### src/rtl/aes_inv_round.sv
// aes_inv_round: one AES decryption round per transaction.
// Order: InvShiftRows -> InvSubBytes -> AddRoundKey -> InvMixColumns (skipped when last_round=1).
// Optional feature macro: AES_INV_ROUND_PIPE_EN
//   undefined : whole round combinational into a single output slot, latency 1
//   defined   : extra slot after AddRoundKey, InvMixColumns in the second stage, latency 2
// Ports:
//   clk, rst          rising-edge clock, asynchronous active-high reset
//   in_valid/in_ready input handshake (in_ready combinational from out_ready)
//   data_in           128-bit state, byte n = data[127-8n -: 8], s[r][c] = byte r+4c
//   round_key         128-bit round key, same byte order
//   last_round        1 = final decrypt round, skip InvMixColumns
//   out_valid/out_ready output handshake
//   data_out          registered round result
module aes_inv_round #(
  parameter int unsigned DATA_WIDTH = 128
) (
  input  logic                  clk,
  input  logic                  rst,
  input  logic                  in_valid,
  output logic                  in_ready,
  input  logic [DATA_WIDTH-1:0] data_in,
  input  logic [DATA_WIDTH-1:0] round_key,
  input  logic                  last_round,
  output logic                  out_valid,
  input  logic                  out_ready,
  output logic [DATA_WIDTH-1:0] data_out
);

  localparam int unsigned NUM_BYTES = DATA_WIDTH / 8;

  // FIPS-197 inverse S-box, entry 0 in the most significant byte
  localparam logic [0:255][7:0] INV_SBOX = {
    128'h52096ad53036a538bf40a39e81f3d7fb, 128'h7ce339829b2fff87348e4344c4dee9cb,
    128'h547b9432a6c2233dee4c950b42fac34e, 128'h082ea16628d924b2765ba2496d8bd125,
    128'h72f8f66486689816d4a45ccc5d65b692, 128'h6c704850fdedb9da5e154657a78d9d84,
    128'h90d8ab008cbcd30af7e45805b8b34506, 128'hd02c1e8fca3f0f02c1afbd0301138a6b,
    128'h3a9111414f67dcea97f2cfcef0b4e673, 128'h96ac7422e7ad3585e2f937e81c75df6e,
    128'h47f11a711d29c5896fb7620eaa18be1b, 128'hfc563e4bc6d279209adbc0fe78cd5af4,
    128'h1fdda8338807c731b11210592780ec5f, 128'h60517fa919b54a0d2de57a9f93c99cef,
    128'ha0e03b4dae2af5b0c8ebbb3c83539961, 128'h172b047eba77d626e169146355210c7d
  };

  // Multiply by x in GF(2^8) mod 0x11b
  function automatic logic [7:0] xtime(input logic [7:0] b);
    return {b[6:0], 1'b0} ^ (b[7] ? 8'h1b : 8'h00);
  endfunction

  // Multiply by a 4-bit constant using the xtime chain
  function automatic logic [7:0] gmul(input logic [7:0] b, input logic [3:0] c);
    logic [7:0] b2, b4, b8;
    b2 = xtime(b);
    b4 = xtime(b2);
    b8 = xtime(b4);
    return (c[0] ? b : 8'h00) ^ (c[1] ? b2 : 8'h00) ^ (c[2] ? b4 : 8'h00) ^ (c[3] ? b8 : 8'h00);
  endfunction

  // InvShiftRows + InvSubBytes + AddRoundKey; row r rotates right by r
  function automatic logic [DATA_WIDTH-1:0] inv_rows_sub_key(input logic [DATA_WIDTH-1:0] s,
                                                             input logic [DATA_WIDTH-1:0] k);
    logic [0:NUM_BYTES-1][7:0] sb, kb, rb;
    sb = s;
    kb = k;
    rb = '0;
    for (int c = 0; c < 4; c++) begin
      for (int r = 0; r < 4; r++) begin
        rb[r + 4*((c + r) % 4)] = INV_SBOX[sb[r + 4*c]] ^ kb[r + 4*((c + r) % 4)];
      end
    end
    return rb;
  endfunction

  // InvMixColumns: row r uses {0e,0b,0d,09} rotated right by r
  function automatic logic [DATA_WIDTH-1:0] inv_mix_columns(input logic [DATA_WIDTH-1:0] s);
    logic [0:NUM_BYTES-1][7:0] sb, rb;
    logic [0:3][3:0]           coef;
    sb   = s;
    coef = {4'he, 4'hb, 4'hd, 4'h9};
    rb   = '0;
    for (int c = 0; c < 4; c++) begin
      for (int r = 0; r < 4; r++) begin
        rb[r + 4*c] = gmul(sb[4*c],     coef[(4 - r) % 4]) ^ gmul(sb[4*c + 1], coef[(5 - r) % 4]) ^
                      gmul(sb[4*c + 2], coef[(6 - r) % 4]) ^ gmul(sb[4*c + 3], coef[(7 - r) % 4]);
      end
    end
    return rb;
  endfunction

  logic [DATA_WIDTH-1:0] ark_c;
  logic                  out_valid_q, out_valid_d;
  logic [DATA_WIDTH-1:0] data_out_q, data_out_d;

  assign ark_c     = inv_rows_sub_key(data_in, round_key);
  assign out_valid = out_valid_q;
  assign data_out  = data_out_q;

`ifdef AES_INV_ROUND_PIPE_EN
  logic                  s1_valid_q, s1_valid_d;
  logic [DATA_WIDTH-1:0] s1_data_q, s1_data_d;
  logic                  s1_last_q, s1_last_d;
  logic                  s2_ready_c;

  assign s2_ready_c = !out_valid_q || out_ready;
  assign in_ready   = !s1_valid_q || s2_ready_c;

  // Slot 1 holds the AddRoundKey result and its flag; slot 2 holds the round output
  always_comb begin
    s1_valid_d  = s1_valid_q;
    s1_data_d   = s1_data_q;
    s1_last_d   = s1_last_q;
    out_valid_d = out_valid_q;
    data_out_d  = data_out_q;
    if (s1_valid_q && s2_ready_c) begin
      out_valid_d = 1'b1;
      data_out_d  = s1_last_q ? s1_data_q : inv_mix_columns(s1_data_q);
    end else if (out_ready) begin
      out_valid_d = 1'b0;
    end
    if (in_valid && in_ready) begin
      s1_valid_d = 1'b1;
      s1_data_d  = ark_c;
      s1_last_d  = last_round;
    end else if (s2_ready_c) begin
      s1_valid_d = 1'b0;
    end
  end

  always_ff @(posedge clk or posedge rst) begin
    if (rst) begin
      s1_valid_q  <= 1'b0;
      s1_data_q   <= '0;
      s1_last_q   <= 1'b0;
      out_valid_q <= 1'b0;
      data_out_q  <= '0;
    end else begin
      s1_valid_q  <= s1_valid_d;
      s1_data_q   <= s1_data_d;
      s1_last_q   <= s1_last_d;
      out_valid_q <= out_valid_d;
      data_out_q  <= data_out_d;
    end
  end
`else
  assign in_ready = !out_valid_q || out_ready;

  // Single output slot: load on input transfer, empty when drained with nothing new
  always_comb begin
    out_valid_d = out_valid_q;
    data_out_d  = data_out_q;
    if (in_valid && in_ready) begin
      out_valid_d = 1'b1;
      data_out_d  = last_round ? ark_c : inv_mix_columns(ark_c);
    end else if (out_ready) begin
      out_valid_d = 1'b0;
    end
  end

  always_ff @(posedge clk or posedge rst) begin
    if (rst) begin
      out_valid_q <= 1'b0;
      data_out_q  <= '0;
    end else begin
      out_valid_q <= out_valid_d;
      data_out_q  <= data_out_d;
    end
  end
`endif

endmodule

### config.mk
export PLATFORM = sky130hd
export DESIGN_NAME = aes_inv_round
export DESIGN_NICKNAME = d
export VERILOG_FILES = /design/src/rtl/aes_inv_round.sv
export SDC_FILE = /design/constraint.sdc
export NUM_CORES = 2
export LEC_CHECK = 0
export BUFFER_PORTS_ARGS = -buffer_cell sky130_fd_sc_hd__buf_2
export CAP_MARGIN = 0
export CORE_AREA = 4 4 371 337
export DETAILED_ROUTE_END_ITERATION = 16
export DIE_AREA = 0 0 375 341
export HOLD_SLACK_MARGIN = 0.12
export MAX_ROUTING_LAYER = met4
export PLACE_DENSITY_LB_ADDON = 0.25
export SYNTH_ARGS = -nofsm -noshare
export SYNTH_HDL_FRONTEND = slang
export SYNTH_SLANG_ARGS = --single-unit
### constraint.sdc
create_clock -name clk -period 3.6 [get_ports clk]
set_input_delay 0.36 -clock clk [delete_from_list [all_inputs] [get_ports clk]]
set_output_delay 0.36 -clock clk [all_outputs]
set_load 0.05 [all_outputs]
==> impl_metrics.yaml, run 1 <==
synth:
  yosysTopAreaCell: "xnor2_1"
  postSynthAreaPerCell_sq_um: 7.04
  synth_fp_nets: 10700
  synth.top_cells.by_count: "795 x a21oi_1, 748 x nand2_1, 693 x o21ai_0"
  yosys_warnings: 0
  synth_flop_cell: "dfrtp_1"
  syn_area_sq_mm: 0.0711
  synth_cells: 10100
  ys_ff_latch: 129
  ys_async_sr_fraction_pct: 100
  synth_edf_count: 0
  yosysSeqAreaShare_pct: 4.54
  yosys.cell_types.count: 113
  netlist_top_cells_area: "xnor2_1 6.3%, a21oi_1 5.6%, ha_1 5.2%, o21ai_0 4.9%, mux4_2 4.6%"
  netlist.area_leader.share_pct: 6.33
  yosysMostFrequentCell: "a21oi_1"
die:
  initial_core_util_pct: 58.9
  die_w_um: 375
  io_pins: 391
  fp.dieH_um: 341
  num_rows: 121
clocking:
  clockBufferDepth: 2
  cts_buffers: 17
  clock-sinks: 129
  htreeDepth: 4
  root_buffer: "clkbuf_16"
grt:
  grt_pass1_wl_um: 922000
  grt_max_degree: 65
  grt_pass1_vias: 139000
  overflow: 3873
  track_usage_pct: 93.7
status:
  haltStage: "5_1_grt"
  status: "aborted with a tool error"
  error: "[ERROR GRT-0116] Global routing finished with congestion. Check the congestion regions in the DRC Viewer."
placement:
  place_ws_ns: -0.927
  dpl.hpwl_um: 316000
  port_buffers: 390
  gp_congestion: 1.38
==> per-layer routing <==
metal,GRT overflow,track usage [%]
met1,408,90.3
met5,-,-
met2,1934,103
met3,488,86.2
met4,1043,94.9
==> cells by family after synthesis <==
kind of cell	share of synthesized area (%)
adder cells (fa/ha/maj)	5.23
XOR/XNOR	14.4
AND/OR/NAND/NOR	23.5
AO/OA/AOI/OAI	36.6
flip-flops	4.54
multiplexers	7.66
buffers and inverters	8.08
==> through the flow <==
stage / instances / util (%) / hold slack (ns) / area [sq um]
4_1_cts: 14600 / 88.8 / 0.160 / 107000
3_5_place_dp: 14400 / 83.2 / 0.462 / 100000
3_3_place_gp: 14400 / 83.2 / 0.447 / 100000
2_1_floorplan: 10100 / - / 0.468 / 75200
==> repair_timing <==
action,CTS
hold buffers,1
endpoints found under the setup margin,127
pin swaps,378
buffers inserted,205
hold endpoints to repair,27
gates resized for setup,912
cloned,3
==> inputs of run 2 (changes only) <==
==> config.mk (replaced) <==
export PLATFORM = sky130hd
export DESIGN_NAME = aes_inv_round
export DESIGN_NICKNAME = d
export VERILOG_FILES = /design/src/rtl/aes_inv_round.sv
export SDC_FILE = /design/constraint.sdc
export NUM_CORES = 2
export LEC_CHECK = 0
export BUFFER_PORTS_ARGS = -buffer_cell sky130_fd_sc_hd__buf_2
export CAP_MARGIN = 0
export CORE_AREA = 4 4 427 429
export DETAILED_ROUTE_END_ITERATION = 16
export DIE_AREA = 0 0 431 433
export PLACE_DENSITY_LB_ADDON = 0.15
export SYNTH_ARGS = -nofsm -noshare
export SYNTH_HDL_FRONTEND = slang
export SYNTH_SLANG_ARGS = --single-unit
==> constraint.sdc (replaced) <==
create_clock -name clk -period 4.68 [get_ports clk]
set_input_delay 0.468 -clock clk [delete_from_list [all_inputs] [get_ports clk]]
set_output_delay 0.468 -clock clk [all_outputs]
set_load 0.05 [all_outputs]
==> impl_metrics.yaml, run 2 <==
clocking:
  clockBufferDepth: 2
  clock-sinks: 129
  root_buffer: "clkbuf_16"
  cts_tree: "done"
  htreeDepth: 4
  worstSkewPairLatency_ns: 0.52
  path_clk_slew_ns: 0.08
  postCtsHoldBufs: 0
  cts_buffers: 17
routing:
  wl_per_cell_um: 30.8
  drt_first_pass_iters: 10
  vias_per_cell: 6.96
  post-route-drc-count: 0
  ant_nets: 0
  wirelength_um: 421000
  vias: 95000
  drt_iter0_drc: 16500
grt:
  grt_max_degree: 106
  track_usage_pct: 42.6
  grt_pass1_wl_um: 612000
  antenna_found_initial: 68
  grt_pass1_vias: 89200
  overflow: 0
sta:
  fin_crit_ns: 4.63
  hold_viol_final: 3
  fmax_mhz: 216
  max_slew_margin_pct: 30.3
  worstMarginPinSlew_ns: 1.04
  period_share_pct: 99.0
  slew_violations: 0
  skew_ns: 0.0148
  whs_ns: -0.0236
  setup_violations: 0
  post-route-worst-setup-slack_ns: 0.0458
  fin_tns_setup_ns: 0
  rsz0062_at_grt: "false"
synth:
  synth_cells: 10100
  netlist_top_cells_area: "xnor2_1 6.3%, a21oi_1 5.6%, ha_1 5.2%, o21ai_0 4.9%, mux4_2 4.6%"
  syn_area_sq_mm: 0.0711
  yosys_warnings: 0
  yosysMostFrequentCell: "a21oi_1"
  yosysSeqAreaShare_pct: 4.54
  synth_fp_nets: 10700
  yosys.cell_types.count: 113
  synth_flop_cell: "dfrtp_1"
  ys_ff_latch: 129
  postSynthAreaPerCell_sq_um: 7.04
  netlist.area_leader.share_pct: 6.33
  yosysTopAreaCell: "xnor2_1"
  synth.top_cells.by_count: "795 x a21oi_1, 748 x nand2_1, 693 x o21ai_0"
  ys_async_sr_fraction_pct: 100
  synth_edf_count: 0
setup_path:
  cp-start-kind: "primary input"
  slowest_delay_ns: 0.46
  arrival_ns: 5.05
  critPathKind: "primary input to flip-flop"
  path_cells: "buf_2 > buf_12 > ha_1 > buf_4 > buf_4 > mux2_2 > mux4_2 > nand2_1 > a31oi_1 > nor4_1 > buf_4 > xnor2_2 > xor2_1 > buf_4 > xor2_1 > xnor3_1 > xor2_1 > o21ai_1 > buf_4 > nand2_1"
  cp_slowest_cell: "mux4_2"
  critical_path_required_ns: 5.09
  r2r-end: "data_out[118]"
  crit_path_end_kind: "flip-flop"
  timing.rr.start: "out_valid"
  path_max_fanout: 26
  reg2regPathDepth: 7
  r2r_setup_slack_ns: 2.17
  cp_common_cell: "buf_4"
  path_buf_inv: 7
  critical-path-top-delay-family: "buffers and inverters"
layout:
  fin_nets: 11800
  drive_gt1_share_pct: 24.7
  regArea_sq_mm: 0.00323
  area_growth_pct: 23.2
  fill_cells: 18100
  mostFrequentLayoutCells: "1794 x buf_4, 794 x a21oi_1, 744 x nand2_1, 692 x o21ai_0, 650 x nor2_1"
  multi_input_comb_area_sq_mm: 0.0623
  largest_reg_flops: 128
  utilization_pct: 49.1
  final_common_cell: "buf_4"
die:
  num_rows: 155
  core_area_sq_mm: 0.178
  die_w_um: 431
  io_pins: 391
  fp.dieH_um: 433
  initial_core_util_pct: 39.9
  die_area_sq_mm: 0.187
placement:
  place_ws_ns: -0.808
  gp_congestion: 1.10
  port_buffers: 390
  dpl.hpwl_um: 323000
hold_path:
  hold_path.class: "primary input to async pin"
power_and_ir_drop:
  p_per_area_mw_per_mm2: 363
  ir_drop_mv: 0.376
  power.leakage_nw: 36.2
status:
  violations: "hold timing"
  status: "finished with violations"
flow_run:
  maxCapViolCount: 0
==> run 2: logic make-up after synthesis <==
kind of cell / synth area share, %
AO/OA/AOI/OAI: 36.6
XOR/XNOR: 14.4
adder cells (fa/ha/maj): 5.23
buffers and inverters: 8.08
flip-flops: 4.54
multiplexers: 7.66
AND/OR/NAND/NOR: 23.5
==> run 2: repair_timing <==
action	in CTS	in global routing
setup buffers	0	0
pin swaps	0	2
endpoints found under the setup margin	8	34
resized for setup	2	19
==> run 2: how the worst max path moves through the flow <==
stage          depth (start not counted)    startpoint             to  slack [ns]
3_5_place_dp                          19  data_in[121]  data_out[126]       -0.81
6_report                              20   data_in[57]   data_out[42]        0.05
4_1_cts                               20   data_in[57]   data_out[42]        0.06
5_1_grt                               18  data_in[120]  data_out[126]        0.02
2_1_floorplan                         17   data_in[97]   data_out[20]      0.0005
3_3_place_gp                          16  data_in[121]  data_out[117]       -0.93
==> run 2: metrics by stage <==
step,area [sq um],hold WS [ns],std cells,power [mW]
final,87600,-0.0236,13700,31.8
after global routing,87500,0.0664,13600,33.1
after CTS,87300,0.0786,13600,31.3
after detailed placement,86700,0.466,13600,29.5
after global placement,86700,0.456,13600,29.5
after floorplan,71200,0.576,10100,19.2
==> run 2: layout make-up <==
type / count / share of cell area, %
flip-flops and latches: 129 / 3.69
multi-input cells: 8613 / 71.2
clock inverters: 14 / 0.221
repair buffers: 2270 / 20.0
inverters: 198 / 0.856
diodes: 56 / 0.160
clock buffers: 18 / 0.490
well taps: 2355 / 3.37
==> run 2: worst reg2reg max path: stages (launching register included) <==
cell and delay (ns):
dfrtp_1 0.38, nand2b_1 0.21, and2_2 0.36, nand2_2 0.65, buf_4 0.49, nor2_1 0.19, a21oi_1 0.05, o21ai_0 0.08
==> run 2: layer usage <==
metal  up-vias  track usage [%]  part of all wire (%)
met5         -                0                 0.028
met4        16             28.6                   8.4
met3      1721             10.4                    12
met2      7837             64.1                    42
met1     45000             53.9                    37
li1      40400                -                     -
==> run 2: power breakdown <==
part | internal (mW) | total, mW | switching, mW
combinational | 12.7 | 27.7 | 15.0
clock | 0.856 | 1.56 | 0.705
sequential | 1.67 | 2.48 | 0.815
total | 15.2 | 31.8 | 16.5
Power figures use the tool's default switching activity.
